## config.mk

```make
export PLATFORM = sky130hd
export DESIGN_NAME = selector_campos
export DESIGN_NICKNAME = d
export VERILOG_FILES = /design/src/rtl/reloj_pkg.sv /design/src/rtl/antirrebote.sv /design/src/rtl/selector_campos.sv
export SDC_FILE = /design/constraint.sdc
export NUM_CORES = 1
export LEC_CHECK = 0
export BUFFER_PORTS_ARGS = -buffer_cell sky130_fd_sc_hd__buf_2
export CORE_ASPECT_RATIO = 2
export CORE_MARGIN = 3
export CORE_UTILIZATION = 40
export CTS_CLUSTER_DIAMETER = 150
export DETAILED_ROUTE_END_ITERATION = 8
export PLACE_DENSITY = 0.54
export SYNTH_ARGS = -nofsm -noshare
export SYNTH_HDL_FRONTEND = slang
export SYNTH_SLANG_ARGS = --single-unit
```

## constraint.sdc

```tcl
create_clock -name clk -period 16.6 [get_ports clk]
set_input_delay 3.32 -clock clk [delete_from_list [all_inputs] [get_ports clk]]
set_output_delay 3.32 -clock clk [all_outputs]
set_load 0.1 [all_outputs]
```

## src/rtl/reloj_pkg.sv

```systemverilog
// Shared field codes and edit-mode state encoding for the clock/date/timer
// display front-end.
package reloj_pkg;

    localparam logic [3:0] CAMPO_NINGUNO = 4'd0;
    localparam logic [3:0] CAMPO_HORA    = 4'd1;
    localparam logic [3:0] CAMPO_MIN     = 4'd2;
    localparam logic [3:0] CAMPO_SEG     = 4'd3;
    localparam logic [3:0] CAMPO_DIA     = 4'd4;
    localparam logic [3:0] CAMPO_MES     = 4'd5;
    localparam logic [3:0] CAMPO_T_HORA  = 4'd6;
    localparam logic [3:0] CAMPO_T_MIN   = 4'd7;
    localparam logic [3:0] CAMPO_T_SEG   = 4'd8;

    typedef enum logic {
        ESTADO_IDLE = 1'b0,
        ESTADO_EDIT = 1'b1
    } estado_t;

endpackage

```

## src/rtl/antirrebote.sv

```systemverilog
// One push-button conditioner: 2-FF synchronizer, counting debouncer and
// a registered one-cycle pulse on each accepted rising edge.
module antirrebote
    import reloj_pkg::*;
#(
    parameter int DEB_CYCLES = 1_000_000
) (
    input  logic clk,
    input  logic reset,
    input  logic btn,
    output logic nivel,
    output logic pulso
);

    localparam int CNT_W = $clog2(DEB_CYCLES) + 1;
    localparam logic [CNT_W-1:0] CNT_ULTIMO = CNT_W'(DEB_CYCLES - 1);

    logic             sinc1_q, sinc1_d;
    logic             sinc2_q, sinc2_d;
    logic             nivel_q, nivel_d;
    logic             nivel_ant_q, nivel_ant_d;
    logic             pulso_q, pulso_d;
    logic [CNT_W-1:0] cnt_q, cnt_d;

    always_comb begin
        sinc1_d     = btn;
        sinc2_d     = sinc1_q;
        nivel_d     = nivel_q;
        cnt_d       = '0;
        nivel_ant_d = nivel_q;
        pulso_d     = nivel_q & ~nivel_ant_q;
        // The counter only advances while the synchronized input disagrees;
        // it is cleared on flip, so it never exceeds DEB_CYCLES-1.
        if (sinc2_q != nivel_q) begin
            if (cnt_q >= CNT_ULTIMO) begin
                nivel_d = sinc2_q;
            end else begin
                cnt_d = cnt_q + 1'b1;
            end
        end
    end

    always_ff @(posedge clk or posedge reset) begin
        if (reset) begin
            sinc1_q     <= 1'b0;
            sinc2_q     <= 1'b0;
            nivel_q     <= 1'b0;
            nivel_ant_q <= 1'b0;
            pulso_q     <= 1'b0;
            cnt_q       <= '0;
        end else begin
            sinc1_q     <= sinc1_d;
            sinc2_q     <= sinc2_d;
            nivel_q     <= nivel_d;
            nivel_ant_q <= nivel_ant_d;
            pulso_q     <= pulso_d;
            cnt_q       <= cnt_d;
        end
    end

    assign nivel = nivel_q;
    assign pulso = pulso_q;

endmodule

```

## src/rtl/selector_campos.sv

```systemverilog
// Edit-mode controller: conditions five buttons, auto-repeats up/down and
// walks the selected field, emitting one-cycle Arriba/Abajo pulses.
module selector_campos
    import reloj_pkg::*;
#(
    parameter int DEB_CYCLES    = 1_000_000,
    parameter int REPEAT_DELAY  = 50_000_000,
    parameter int REPEAT_PERIOD = 25_000_000,
    parameter int NUM_FIELDS    = 8
) (
    input  logic       clk,
    input  logic       reset,
    input  logic       btn_editar,
    input  logic       btn_izq,
    input  logic       btn_der,
    input  logic       btn_arriba,
    input  logic       btn_abajo,
    output logic [3:0] contadoresH,
    output logic       Arriba,
    output logic       Abajo,
    output logic       editando
);

    localparam int BTN_EDITAR = 0;
    localparam int BTN_IZQ    = 1;
    localparam int BTN_DER    = 2;
    localparam int BTN_ARRIBA = 3;
    localparam int BTN_ABAJO  = 4;

    localparam int DEL_W  = $clog2(REPEAT_DELAY) + 1;
    localparam int PER_W  = $clog2(REPEAT_PERIOD) + 1;
    localparam int HOLD_W = (DEL_W > PER_W) ? DEL_W : PER_W;
    localparam logic [HOLD_W-1:0] UMBRAL_RETARDO = HOLD_W'(REPEAT_DELAY - 1);
    localparam logic [HOLD_W-1:0] UMBRAL_PERIODO = HOLD_W'(REPEAT_PERIOD - 1);
    localparam logic [3:0]        CAMPO_ULTIMO   = 4'(NUM_FIELDS);

    logic [4:0] botones;
    logic [4:0] nivel_v;
    logic [4:0] pulso_v;
    logic       niveles_unused;

    assign botones = {btn_abajo, btn_arriba, btn_der, btn_izq, btn_editar};

    for (genvar g = 0; g < 5; g++) begin : g_btn
        antirrebote #(
            .DEB_CYCLES(DEB_CYCLES)
        ) u_antirrebote (
            .clk  (clk),
            .reset(reset),
            .btn  (botones[g]),
            .nivel(nivel_v[g]),
            .pulso(pulso_v[g])
        );
    end

    // Only up/down need their held level, for auto-repeat.
    assign niveles_unused = ^nivel_v[BTN_DER:BTN_EDITAR];

    // Auto-repeat, index 0 = arriba, 1 = abajo. hold counts cycles since the
    // last press/repeat event; modo selects initial delay vs. repeat period.
    logic [1:0]        nivel_ud, pulso_ud;
    logic [HOLD_W-1:0] hold_q [2];
    logic [HOLD_W-1:0] hold_d [2];
    logic [1:0]        modo_q, modo_d;
    logic [1:0]        rep_q, rep_d;

    assign nivel_ud = {nivel_v[BTN_ABAJO], nivel_v[BTN_ARRIBA]};
    assign pulso_ud = {pulso_v[BTN_ABAJO], pulso_v[BTN_ARRIBA]};

    always_comb begin
        for (int i = 0; i < 2; i++) begin
            hold_d[i] = hold_q[i];
            modo_d[i] = modo_q[i];
            rep_d[i]  = 1'b0;
            if (!nivel_ud[i]) begin
                hold_d[i] = '0;
                modo_d[i] = 1'b0;
            end else if (pulso_ud[i]) begin
                hold_d[i] = HOLD_W'(1);
                modo_d[i] = 1'b0;
            end else if (rep_q[i]) begin
                hold_d[i] = HOLD_W'(1);
                modo_d[i] = 1'b1;
            end else if (hold_q[i] != '0) begin
                if (hold_q[i] == (modo_q[i] ? UMBRAL_PERIODO : UMBRAL_RETARDO)) begin
                    rep_d[i] = 1'b1;
                end else begin
                    hold_d[i] = hold_q[i] + 1'b1;
                end
            end
        end
    end

    logic ev_editar, ev_izq, ev_der, ev_arriba, ev_abajo;

    assign ev_editar = pulso_v[BTN_EDITAR];
    assign ev_izq    = pulso_v[BTN_IZQ];
    assign ev_der    = pulso_v[BTN_DER];
    assign ev_arriba = pulso_ud[0] | rep_q[0];
    assign ev_abajo  = pulso_ud[1] | rep_q[1];

    estado_t    estado_q, estado_d;
    logic [3:0] campo_q, campo_d;
    logic       arriba_q, arriba_d;
    logic       abajo_q, abajo_d;
    logic       editando_q, editando_d;

    always_comb begin
        estado_d = estado_q;
        campo_d  = campo_q;
        arriba_d = 1'b0;
        abajo_d  = 1'b0;
        case (estado_q)
            ESTADO_IDLE: begin
                campo_d = CAMPO_NINGUNO;
                if (ev_editar) begin
                    estado_d = ESTADO_EDIT;
                    campo_d  = CAMPO_HORA;
                end
            end
            ESTADO_EDIT: begin
                if (ev_editar) begin
                    estado_d = ESTADO_IDLE;
                    campo_d  = CAMPO_NINGUNO;
                end else begin
                    if (ev_der && !ev_izq) begin
                        campo_d = (campo_q >= CAMPO_ULTIMO) ? CAMPO_HORA : campo_q + 4'd1;
                    end else if (ev_izq && !ev_der) begin
                        campo_d = (campo_q <= CAMPO_HORA) ? CAMPO_ULTIMO : campo_q - 4'd1;
                    end
                    arriba_d = ev_arriba & ~ev_abajo;
                    abajo_d  = ev_abajo & ~ev_arriba;
                end
            end
            default: begin
                estado_d = ESTADO_IDLE;
                campo_d  = CAMPO_NINGUNO;
            end
        endcase
        editando_d = (estado_d == ESTADO_EDIT);
    end

    always_ff @(posedge clk or posedge reset) begin
        if (reset) begin
            for (int i = 0; i < 2; i++) begin
                hold_q[i] <= '0;
            end
            modo_q     <= '0;
            rep_q      <= '0;
            estado_q   <= ESTADO_IDLE;
            campo_q    <= CAMPO_NINGUNO;
            arriba_q   <= 1'b0;
            abajo_q    <= 1'b0;
            editando_q <= 1'b0;
        end else begin
            for (int i = 0; i < 2; i++) begin
                hold_q[i] <= hold_d[i];
            end
            modo_q     <= modo_d;
            rep_q      <= rep_d;
            estado_q   <= estado_d;
            campo_q    <= campo_d;
            arriba_q   <= arriba_d;
            abajo_q    <= abajo_d;
            editando_q <= editando_d;
        end
    end

    assign contadoresH = campo_q;
    assign Arriba      = arriba_q;
    assign Abajo       = abajo_q;
    assign editando    = editando_q;

endmodule

```

; Yosys cells after proc, flatten, opt, wreduce, memory -nomap -nowiden
; Cells that the tools add are included.
[classes]
div_mod_pow = 0
bitwise_logic = 17
n_reduce_logical = 13
n_lt_le_gt_ge = 7
n_shift = 0
muxes = 52
addsub = 9
eq_ne = 14
multipliers = 0
[op_table]
columns = operator, count
row1 = 2-to-1 mux 27 bit, 10
row2 = 2-to-1 mux 21 bit, 10
row3 = "adder 21 x 1 -> 21 bit, second input constant", 5
row4 = "greater-or-equal comparator 21 x 20 -> 1 bit, second input constant", 5
row5 = "adder 27 x 1 -> 27 bit, second input constant", 2
row6 = equality test 27 x 26 -> 1 bit, 2
row7 = nonzero test 27 bit, 2
row8 = 2-to-1 mux 26 bit, 2
row9 = 2-to-1 mux 1 bit, 23
row10 = 2-to-1 mux 4 bit, 5
row11 = "inequality test 4 bit, second input constant", 4
row12 = AND reduction 2 bit, 7
row13 = inverter 1 bit, 8
row14 = case mux 4 bit (2 select lines), 1
row15 = bitwise AND 1 bit, 7
row16 = "inequality test 3 bit, second input constant", 2
row17 = inequality test 1 bit, 5
row18 = "adder 4 x 1 -> 4 bit, second input constant", 1
row19 = "greater-or-equal comparator 4 bit, second input constant", 1
row20 = "less-or-equal comparator 4 x 1 -> 1 bit, second input constant", 1
row21 = "inequality test 4 x 1 -> 1 bit, second input constant", 1
row22 = "subtractor 4 x 1 -> 4 bit, second input constant", 1
row23 = logical AND 1 bit, 2
row24 = logical NOT 1 bit, 2
row25 = other kinds (2), 3
[totals]
ramBits = 0
mem_count = 0
regBits = 195
out_inout_bits = 7
latch_bits = 0
wordCells = 151
romBits = 0
input_bits = 7

; Logic depth before layout (Yosys ltp)
[depth]
ltp_word = 7
ltp_mapped = 7
depth_no_buf = 7

; By module
; From an unflattened synthesis, not the netlist that was laid out.
[hier_totals]
hier_cells = 1085
area_unflattened_um2 = 10137.2
[modules_own_cells]
columns = module, seq_area_each_um2, instances, cells_each, area_per_inst_um2
row1 = antirrebote, 650.6, 5, 133, 1288.7
row2 = selector_campos, 1626.6, 1, 420, 3693.5

; Worst setup path before layout
; Ideal clock, no wire load.
[synth_timing]
path_type = register to output
from = reg campo_q[0], in the netlist contadoresH[0]
to = out contadoresH[0]
path_stages_with_launch = 1
arrival_ns = 0.974
path_slack_ns = 12.306
n_path_buf = 0
required_ns = 13.280
cell_sequence = dfrtp_1
[synth_lines]
columns = item, line_no
row1 = from (decl), selector_campos.sv:103  ; logic [3:0] campo_q, campo_d;
row2 = from (signal assigned), selector_campos.sv:162  ; campo_q <= campo_d;
row3 = to (decl), selector_campos.sv:18  ; output logic [3:0] contadoresH,
; No word-level cell between the ends.

; Worst setup path after layout
[layout_timing]
from = reg campo_q[3], in the netlist contadoresH[3]
to = out contadoresH[3]
; No word-level cell between the ends.

==> results.json <==
{
  "status": "finished clean",
  "setup_violations": 0,
  "cp_top_family": "flip-flops",
  "drt-wirelength-per-cell_um": 15.4,
  "grt_util_all_layers": 0.166,
  "hold_violations": 0,
  "worstPathMaxFanout": 11,
  "die_area_um2": 25900,
  "port_buffers": 13,
  "cts_buffers": 17,
  "cts-root-buf": "clkbuf_16",
  "ys_ff_latch": 195,
  "maxCapViolations": 0,
  "htree_levels": 4,
  "top_level_ports": 14,
  "async_flop_share": 1.00,
  "insertion_delay_ns": 0.45,
  "min_period_over_period": 0.288,
  "viasPerCell": 5.44,
  "worstSetupPathType": "reg2out",
  "crit_start": "contadoresH[3]",
  "synth-edff-count": 0,
  "period_minus_slack_ns": 4.79,
  "cp_slowest_cell": "dfrtp_1",
  "finalMaxSlewViolations": 0,
  "slowest_delay_ns": 0.53,
  "seq_area_um2": 4880,
  "die_height_um": 225,
  "clk_pin_slew_ns": 0.07,
  "numClockSinks": 195,
  "endpoint_kind": "output port",
  "die_w_um": 115,
  "grt_pass1_wl_um": 34200,
  "ant_nets": 0,
  "grt_setup_unrepaired": "no",
  "antenna_found_initial": 0,
  "layout-drive-gt1-share": 0.0629,
  "cts_resized": 0,
  "cp.depth": 1,
  "ctsHoldBuffers": 0,
  "yosysWarningCount": 0,
  "worst_pin_slew_ns": 0.997,
  "layout_common_cells": "195 x dfrtp_1, 179 x nor2_1, 71 x nand2_1",
  "gp_congestion": 0.835,
  "grt-ovfl-total": 0,
  "wirelength_um": 20000,
  "grt_max_degree": 118,
  "multi_input_area_um2": 4510,
  "dp.cells": 1269,
  "grt_pass1_vias": 7217,
  "synth_cell_types": 63,
  "antenna_cells": 0,
  "final_common_cell": "dfrtp_1",
  "hold_class": "reg2reg",
  "ir_drop_v": 0.0000657,
  "rr_startpoint": "g_btn[0].u_antirrebote.cnt_q[2]",
  "nNetsFinal": 1024,
  "r2r_end": "g_btn[0].u_antirrebote.cnt_q[5]",
  "start_util": 0.409,
  "required_ns": 13.28,
  "nFillCells": 2308,
  "critPathLaunchType": "flop",
  "cp_cell_sequence": "buf_2",
  "cp-endpoint": "contadoresH[3]",
  "r2r_slack_ns": 14.30,
  "syn_to_final_growth_pct": 9.34,
  "synth_area_um2": 9580,
  "max_slew_margin": 0.335,
  "power.density_nw_per_um2": 95.2,
  "hpwl_um": 13900,
  "r2r_cells": 5,
  "synthFlopType": "dfrtp_1",
  "post-route-drc-count": 0,
  "stdcell_count": 1300,
  "p_leak_nw": 4.34,
  "drtIter0Drc": 238,
  "vias": 7077,
  "tns_ns": 0,
  "cts_setup_buffers": 0,
  "skew_ns": 0.00887,
  "cts_tree": "yes",
  "ctsLongestPathBuffers": 2,
  "critPathBufInv": 1,
  "synth_cells": 990,
  "dr.pass1.iters": 4,
  "cp.arrival_ns": 1.47,
  "rows": 79,
  "ys_seq_area_frac": 0.510,
  "max_freq_mhz": 209,
  "avgSynthCellArea_um2": 9.67,
  "core_area_um2": 23400
}
worst register-to-register path, delay by kind of cell (launching register included):
family	cells	cell delay, ns
compound gates	1	0.45
flops	1	0.42
simple gates	4	1.28
flip-flops by register name, summed over array words and instances (netlist names):
name and flops:
g_btn.u_antirrebote.nivel_ant_q 5, Arriba 1, g_btn.u_antirrebote.sinc2_q 5, hold_q 54
modo_q 2, g_btn.u_antirrebote.nivel 5, g_btn.u_antirrebote.cnt_q 105, Abajo 1
editando 1, g_btn.u_antirrebote.pulso 5, rep_q 2, g_btn.u_antirrebote.sinc1_q 5
contadoresH 4
routing by layer:
layer  GRT usage  wire length, um
met5           0                0
met4      0.0728              531
met3      0.0398              494
met2       0.302            11200
met1       0.177             7780
report_power, final:
| part | switching (W) | internal (W) |
|---|---|---|
| Clock | 0.000176 | 0.000197 |
| Combinational | 0.0000820 | 0.0000330 |
| Sequential | 0.0000171 | 0.000491 |
cell usage after synthesis (all sizes together), types with 24 or more instances:
| cell type | n | area [um^2] |
|---|---|---|
| xor2 | 68 | 596 |
| nor4 | 25 | 199 |
| and3 | 29 | 183 |
| nor2 | 179 | 672 |
| dfrtp | 195 | 4880 |
| o21ai | 24 | 120 |
| nand4 | 38 | 238 |
| inv | 26 | 97.6 |
| nand2 | 72 | 273 |
| xnor2 | 55 | 482 |
| nor3 | 31 | 160 |
| nand3 | 61 | 310 |
cells by family after synthesis:
kind of cell	after synthesis	synth area share
DFF	195	0.510
and+or+nand+nor	509	0.268
muxes	9	0.0102
xor gates and xnor gates	123	0.113
other	1	0.000392
AOI/OAI and AO/OA	90	0.0629
buffers and inverters	51	0.0206
adders and majority gates	12	0.0157
metrics by stage:
step / worst slack (ns) / hold WS, ns / utilization / area [um^2] / total power (W)
2_1_floorplan: 7.97 / 0.331 / - / 9590 / 0.000605
3_3_place_gp: 11.46 / 0.340 / 0.425 / 9950 / 0.000632
3_5_place_dp: 11.43 / 0.336 / 0.425 / 9950 / 0.000634
4_1_cts: 11.79 / 0.355 / 0.447 / 10500 / 0.00102
5_1_grt: 11.73 / 0.356 / 0.447 / 10500 / 0.00105
6_report: 11.81 / 0.352 / 0.447 / 10500 / 0.000996
worst min path at each step:
stage,start,to,cells after the start
CTS,g_btn[4].u_antirrebote.sinc1_q,g_btn[4].u_antirrebote.sinc2_q,0
finish,g_btn[4].u_antirrebote.sinc1_q,g_btn[4].u_antirrebote.sinc2_q,0
global route,g_btn[4].u_antirrebote.sinc1_q,g_btn[4].u_antirrebote.sinc2_q,0
detailed placement,g_btn[4].u_antirrebote.sinc1_q,g_btn[4].u_antirrebote.sinc2_q,0
global placement,g_btn[4].u_antirrebote.sinc1_q,g_btn[4].u_antirrebote.sinc2_q,0
floorplan,g_btn[0].u_antirrebote.sinc1_q,g_btn[0].u_antirrebote.sinc2_q,0
area by class of cell:
| class | count | area share |
|---|---|---|
| clock buffer | 22 | 0.0443 |
| inverter | 26 | 0.0100 |
| multi-input combinational | 748 | 0.431 |
| timing repair buffer | 17 | 0.00908 |
| sequential | 195 | 0.466 |
| tap | 283 | 0.0338 |
| clock inverter | 9 | 0.00562 |
No activity file was read; power rests on OpenSTA's default activity.
